==> src/rtl/pipe_stage_reg.sv <==
// Pipeline stage register: valid/ready handshake, NOP control on bubbles, saturating stall counter.
// Define PIPE_STAGE_SKID_EN for a two-entry skid buffer with a registered in_ready.
module pipe_stage_reg #(
  parameter int DATA_W = 128,
  parameter int CTRL_W = 10,
  parameter int CNT_W  = 16
) (
  input  logic              clk,
  input  logic              rst,
  input  logic              flush,
  input  logic              in_valid,
  output logic              in_ready,
  input  logic [CTRL_W-1:0] in_ctrl,
  input  logic [DATA_W-1:0] in_data,
  output logic              out_valid,
  input  logic              out_ready,
  output logic [CTRL_W-1:0] out_ctrl,
  output logic [DATA_W-1:0] out_data,
  output logic [CNT_W-1:0]  stall_cnt
);

  logic              main_valid;
  logic [CTRL_W-1:0] main_ctrl;
  logic [DATA_W-1:0] main_data;

  assign out_valid = main_valid;
  assign out_ctrl  = main_ctrl;
  assign out_data  = main_data;

`ifdef PIPE_STAGE_SKID_EN
  logic              skid_valid;
  logic [CTRL_W-1:0] skid_ctrl;
  logic [DATA_W-1:0] skid_data;

  assign in_ready = ~skid_valid;

  // Main refills from skid before taking new input so order is kept; main_ctrl is zeroed whenever main empties.
  always_ff @(posedge clk) begin
    if (rst) begin
      main_valid <= 1'b0;
      main_ctrl  <= '0;
      main_data  <= '0;
      skid_valid <= 1'b0;
      skid_ctrl  <= '0;
      skid_data  <= '0;
    end else if (flush) begin
      main_valid <= 1'b0;
      main_ctrl  <= '0;
      skid_valid <= 1'b0;
    end else if (!main_valid || out_ready) begin
      if (skid_valid) begin
        main_valid <= 1'b1;
        main_ctrl  <= skid_ctrl;
        main_data  <= skid_data;
        skid_valid <= 1'b0;
      end else if (in_valid) begin
        main_valid <= 1'b1;
        main_ctrl  <= in_ctrl;
        main_data  <= in_data;
      end else begin
        main_valid <= 1'b0;
        main_ctrl  <= '0;
      end
    end else if (in_valid && !skid_valid) begin
      skid_valid <= 1'b1;
      skid_ctrl  <= in_ctrl;
      skid_data  <= in_data;
    end
  end
`else
  assign in_ready = out_ready | ~main_valid;

  // Single entry: load on accept, otherwise drop to a bubble with NOP control once delivered.
  always_ff @(posedge clk) begin
    if (rst) begin
      main_valid <= 1'b0;
      main_ctrl  <= '0;
      main_data  <= '0;
    end else if (flush) begin
      main_valid <= 1'b0;
      main_ctrl  <= '0;
    end else if (in_ready) begin
      if (in_valid) begin
        main_valid <= 1'b1;
        main_ctrl  <= in_ctrl;
        main_data  <= in_data;
      end else begin
        main_valid <= 1'b0;
        main_ctrl  <= '0;
      end
    end
  end
`endif

  // Counts back-pressured cycles; survives flush, only reset clears it.
  always_ff @(posedge clk) begin
    if (rst) begin
      stall_cnt <= '0;
    end else if (main_valid && !out_ready && (stall_cnt != {CNT_W{1'b1}})) begin
      stall_cnt <= stall_cnt + 1'b1;
    end
  end

endmodule

==> config.mk <==
export PLATFORM = sky130hd
export DESIGN_NAME = pipe_stage_reg
export DESIGN_NICKNAME = d
export VERILOG_FILES = /design/src/rtl/pipe_stage_reg.sv
export SDC_FILE = /design/constraint.sdc
export NUM_CORES = 1
export LEC_CHECK = 0
export CELL_PAD_IN_SITES_DETAIL_PLACEMENT = 0
export CELL_PAD_IN_SITES_GLOBAL_PLACEMENT = 1
export CORE_MARGIN = 8
export CORE_UTILIZATION = 27
export DETAILED_ROUTE_END_ITERATION = 7
export GPL_ROUTABILITY_DRIVEN = 0
export PLACE_DENSITY = 0.79
export SETUP_SLACK_MARGIN = 0.2
export SYNTH_ARGS = -nofsm -noshare
export SYNTH_HDL_FRONTEND = slang
export SYNTH_SLANG_ARGS = --single-unit
export TNS_END_PERCENT = 10
==> constraint.sdc <==
create_clock -name clk -period 2.1 [get_ports clk]
set_clock_uncertainty 0.05 [all_clocks]
set_input_delay 0.42 -clock clk [delete_from_list [all_inputs] [get_ports clk]]
set_output_delay 0.42 -clock clk [all_outputs]
set_load 0.01 [all_outputs]
==> impl_results.md <==
* Clock Path Buffers at 2
* Pwr dens at around 740 nW/µm²
* Most numerous cell in the Yosys netlist: nand2_1
* Routed wire length at just over 20 mm
* Num CTS Buffers at 17
* Final setup fails at 0
* Synth top area share at 55.5%
* Row count at 52
* Final Instance Area at roughly 9700 µm²
* Syn-to-layout area delta at 73.3%
* Final Hold Viols at 0
* Yosys reg bits at between 150 and 200
* Total Power at 7.21 mW
* TritonCTS clock tree: built
* RSZ-0062 raised after global routing: yes
* Final worst setup slack at between 0.15 and 0.2 ns
* Run status: finished, final reports clean
* Die area at between 20000 and 30000 µm²
* FILL cells at 2024
* Clk slew on worst S/H paths at ~0.07 ns
* Root Buffer: clkbuf_16
* Slowest-stage cell, CP: clkdlybuf4s50_1
* Die W at around 160 µm
* Post-synth ARST share at 0%
* Drt first-iter violations at between 300 and 400
* R2R Path End: stall_cnt[14]
* Top cell family by delay on the critical path: buffers and inverters
* Top cells by count, synth: 271 x nand2_1, 155 x dfxtp_1, 148 x a21oi_1
* GRT Util Overall at 15.5%
* Worst hold margin at about 0.21 ns
* Worst reg2reg path startpoint: stall_cnt[0]
* ANT cells at 0
* Pin count of the biggest net entering global routing at 82
* Yosys warns at 0
* Fin nets at roughly 1100
* Max_cap viols at 0
* HPWL Detailed at around 15 mm
* Reg2Reg Depth at 6
* Reg2reg setup slack at around 0.30 ns
* Worst slew pin tran at roughly 0.4 ns
* Area leader, netlist: dfxtp_1
* Final period util at a little over 90%
* Antenna viol nets, final at 0
* Post-synth EDFFs at 0
* Congestion Overflow GR at 0
* Worst path max stage delay at slightly above 0.6 ns
* Die H at ~160 µm
* I/O Buffers at about 300
* Crit-path cells: clkdlybuf4s50_1
* Min-Delay Path Depth at 2
* Sequential share of the synthesized area at a little under three fifths
* DR WL/cell at between 15 and 20 µm
* Initial antenna violation count at 0
* Post-Syn Area at roughly 5600 µm²
* Worst Path Buf+Inv at 1
* Fmax at ~0.52 GHz
* Initial core utilization at 27.6%
* IO Pins at ~300
* Hold Startpoint: rst
* First-pass GRT wire length at 31.9 mm
* Post-Syn Nets at 841
* CP endpoint kind: output port
* Mapped Cells at approximately 700
* Slew Limit Fails at 0
* Peak supply drop at just under 0.5 mV
* Worst path required time at 1.63 ns
* Area contributors post-synth: dfxtp_1 55%, nand2_1 18%, a21oi_1 13%
* Worst Hold Class: input port to flip-flop
* Minimum clock period at between 1.5 and 2 ns
* Util after Layout at 47.8%
* Setup CP Type: flip-flop to output port
* Crit-path max FO at 6
* Htree depth at 4
* Clk_lat worst skew at 0.42 ns
* Vias in the first global route at around 5600
* Max-slew headroom at 73.3%
* First-pass DRT Iterations at 4
* Setup WS pre-CTS at -0.0174 ns
* Avg Inst Size Synth at 8.03 µm²
* Top FF cell, synth: dfxtp_1
* Via Count at 5683
* Cell Area, Placed at 9080 µm²
* DRC viols at 0
* Data arrival, critical path at about 1.5 ns
* Leakage at 3.48 nW
* Cell variety after synth at roughly 40
* Startpoint types: flip-flop
* Worst Hold End: stall_cnt[4]
* Core ar. at between 20000 and 25000 µm²
* Clk sinks at between 150 and 200
* Share of post-route cells with drive strength above 1 at 8.35%
* Via/cell ratio at between 4 and 5
## through the flow
step | instances | setup TNS, ns
after floorplan | 697 | 0
after CTS | 1286 | 0
final | 1288 | 0
after global routing | 1288 | 0
after detailed placement | 1254 | -0.0413
after global placement | 1254 | -0.175
## flip-flops by register name, summed over array words and instances (netlist names)
name       flops
out_valid      1
out_ctrl      10
out_data     128
stall_cnt     16
## worst max path at each step
stage | start | to | slack [ns] | depth (start not counted)
global route | stall_cnt[2] | stall_cnt[2] | 0.09 | 2
finish | stall_cnt[9] | stall_cnt[9] | 0.16 | 1
global placement | out_ready | out_data[57] | -0.01 | 8
CTS | stall_cnt[0] | stall_cnt[1] | 0.09 | 6
floorplan | stall_cnt[0] | stall_cnt[1] | 0.32 | 6
detailed placement | out_ready | out_data[100] | -0.02 | 8
## metal layers
layer / up-vias / wire (µm) / GRT usage (%)
met5: - / 0 / 0
met2: 168 / 10200 / 27.2
li1: 2911 / - / -
met4: 0 / 322 / 5.27
met3: 18 / 1460 / 5.99
met1: 2586 / 8270 / 16.9
## timing repair
item / CTS / global route
hold buffers: 0 / 0
setup buffers: 0 / 2
pin swaps: 0 / 1
endpoints found under the setup margin: 16 / 25
gates resized for setup: 1 / 0
gates cloned: 0 / 0
## layout make-up
| type | count | area, µm² | share of cell area (%) |
|---|---|---|---|
| clock buffers | 21 | 470 | 4.85 |
| clock inverters | 11 | 134 | 1.38 |
| inverters | 5 | 18.8 | 0.194 |
| multi-input cells | 487 | 2240 | 23.1 |
| flip-flops and latches | 155 | 3100 | 32.0 |
| well taps | 270 | 338 | 3.48 |
| repair buffers | 339 | 3390 | 34.9 |
## cell families after synthesis
kind of cell	after synthesis	synth area share (%)
buffers and inverters	55	4.52
AOI/OAI and AO/OA	166	15.7
and+or+nand+nor	317	23.6
DFF	155	55.5
xor gates and xnor gates	2	0.313
adders and majority gates	1	0.224
muxes	1	0.179
## placed cells by master (no fill, tap or decap), types with 2 or more instances in the layout
master / n
nor3_1: 2
bufinv_16: 2
nand4_2: 2
nand3_1: 13
inv_1: 4
or4_1: 4
or3_1: 5
buf_4: 34
inv_6: 3
clkdlybuf4s50_1: 296
buf_12: 8
clkinvlp_4: 4
clkinv_4: 2
a31oi_1: 2
clkbuf_16: 17
o21ai_1: 5
clkbuf_8: 3
and3_2: 2
nor2_1: 7
a211oi_1: 2
a21oi_1: 148
nand2_1: 271
o31ai_1: 4
dfxtp_1: 155
## report_power, final
group          internal [mW]  switching, mW  leakage (nW)
logic                  0.560          0.396          1.93
registers               3.06         0.0561          1.26
clock network           1.86           1.28         0.283
total                   5.48           1.73          3.48
No activity file was read; power rests on OpenSTA's default activity.
==> RTL edit, RTL diff (same settings) <==
The parameter `CNT_W` goes from 16 to 32.
--- a/src/rtl/pipe_stage_reg.sv
+++ b/src/rtl/pipe_stage_reg.sv
@@ -5,3 +5,3 @@
   parameter int CTRL_W = 10,
-  parameter int CNT_W  = 16
+  parameter int CNT_W  = 32
 ) (
Interface: changed (resized stall_cnt); port bits go from 299 to 315. The function was not compared with the original's and may differ.
==> RTL edit against the original RTL <==
  * Largest power group is now sequential cells
  * Final area grew 15%
  * Highest routed layer unchanged
  * Power up 4.0%
  * Wire length rose by 18%
  * Critical path type is now input port to output pin
  * Critical endpoint is now in_ready
  * Combinational power grew 2.2%
  * Area after synthesis rose by 14%
  * First-iteration DRC count is 16% higher
  * Setup slack got worse by 60 ps
  * Sequential cell count increased by 16
==> RTL edit: results (changes against the original RTL) <==
Placed Instances=1453 (was 1254); vias per cell=4.48 (was 4.41); routing usage on met3=4.61% (was 5.99%); hpwl dp=17.6 mm (was 14.9 mm); mux cell area share after synthesis=0.334% (was 0.179%); worst reg2reg setup slack=120 ps (was 300 ps); port buffer count=314 (was 298); worst-path fanout max=4 (was 6); DRT Wirelength=23.8 mm (was 20.2 mm); XOR/XNOR Fraction of Synth Area=0.824% (was 0.313%); worst reg2reg path depth=7 (was 6); Leakage=0.00401 uW (was 0.00348 uW); sequential area share after synthesis=53.7% (was 55.5%); Fillers=2232 (was 2024); Commonest cells post-synth=nand2_1 (278), dfxtp_1 (171), a21oi_1 (158) (was nand2_1 (271), dfxtp_1 (155), a21oi_1 (148)); top cells by area, synth=dfxtp_1 (54%), nand2_1 (16%), a21oi_1 (12%), clkbuf_1 (2.8%), nand3_1 (1.4%) (was dfxtp_1 (55%), nand2_1 (18%), a21oi_1 (13%), buf_2 (2.5%), clkbuf_1 (1.3%)); drt wl/cell=15.9 um (was 15.7 um); status=finished clean (unchanged); syn_nets=941 (was 841); vias in the first global route=6356 (was 5626); Iter 0 DRT Violations=363 (was 312); Total Routing Usage GR=15.8% (was 15.5%); Nets=1303 (was 1149); share of layout cells above drive strength 1=12.9% (was 8.35%); Pre-antenna DRT Iters=6 (was 4); Max transition margin=75.5% (was 73.3%); Max VDD drop=488 uV (about the same); end of the worst register-to-register path=stall_cnt[27] (was stall_cnt[14]); Mapped Cells=797 (was 697); met2 usage=27.0% (was 27.2%); post-synthesis compound-gate area fraction=16.0% (was 15.7%); Worst Hold End=stall_cnt[21] (was stall_cnt[4])
## RTL edit: area by class of cell
class                      instances  area share, %
clock inverter                    13           1.20
sequential                       171           30.7
tap                              319           3.57
clock buffer                      19           3.96
multi-input combinational        567           25.2
timing repair buffer             397           35.2
inverter                           5          0.168
## RTL edit: timing repair
item | in CTS | in global routing
resized for setup | 16 | 8
pin swaps | 10 | 4
setup endpoints to repair | 47 | 57
setup buffers | 6 | 0
## RTL edit: cells by family after synthesis
group	count (synthesis)
buf+inv	59
compound gates	190
flops	171
mux	2
simple gates	368
xor+xnor	6
fa+ha+maj	1
## RTL edit: how the worst max path moves through the flow
stage	cells past startpoint	endpoint	slack, ps
after floorplan	7	stall_cnt[1]	140
after global placement	6	stall_cnt[31]	-370
after detailed placement	6	stall_cnt[29]	-390
after CTS	7	stall_cnt[25]	100
after global routing	7	stall_cnt[29]	40
final	5	in_ready	100
## RTL edit: routing by layer
metal	up-vias	part of all wire [%]
li1	3390	-
met1	3098	42
met2	180	50
met3	14	6.8
met4	0	1.2
met5	-	0
## RTL edit: power by group
part / switching (uW) / internal [uW]
Sequential: 58.1 / 3360
Combinational: 407 / 570
Clock: 1410 / 1700
## RTL edit: worst register-to-register path: cells and delay by family (launching register included)
kind / cells / cell delay [ps]
compound gates: 2 / 350
simple gates: 3 / 800
flops: 1 / 360
fa+ha+maj: 1 / 130
buf+inv: 1 / 170
## RTL edit: per-stage QoR
stage	instance area [um^2]	util [%]	hold WS, ps	setup TNS, ps	setup slack (ps)
after floorplan	6400	-	422	0	144
after global placement	10500	44.8	390	-15660	-374
after detailed placement	10500	44.8	394	-15940	-393
after CTS	11100	47.7	338	0	101
after global routing	11200	47.9	346	0	37.8
final	11200	47.9	350	0	98.9
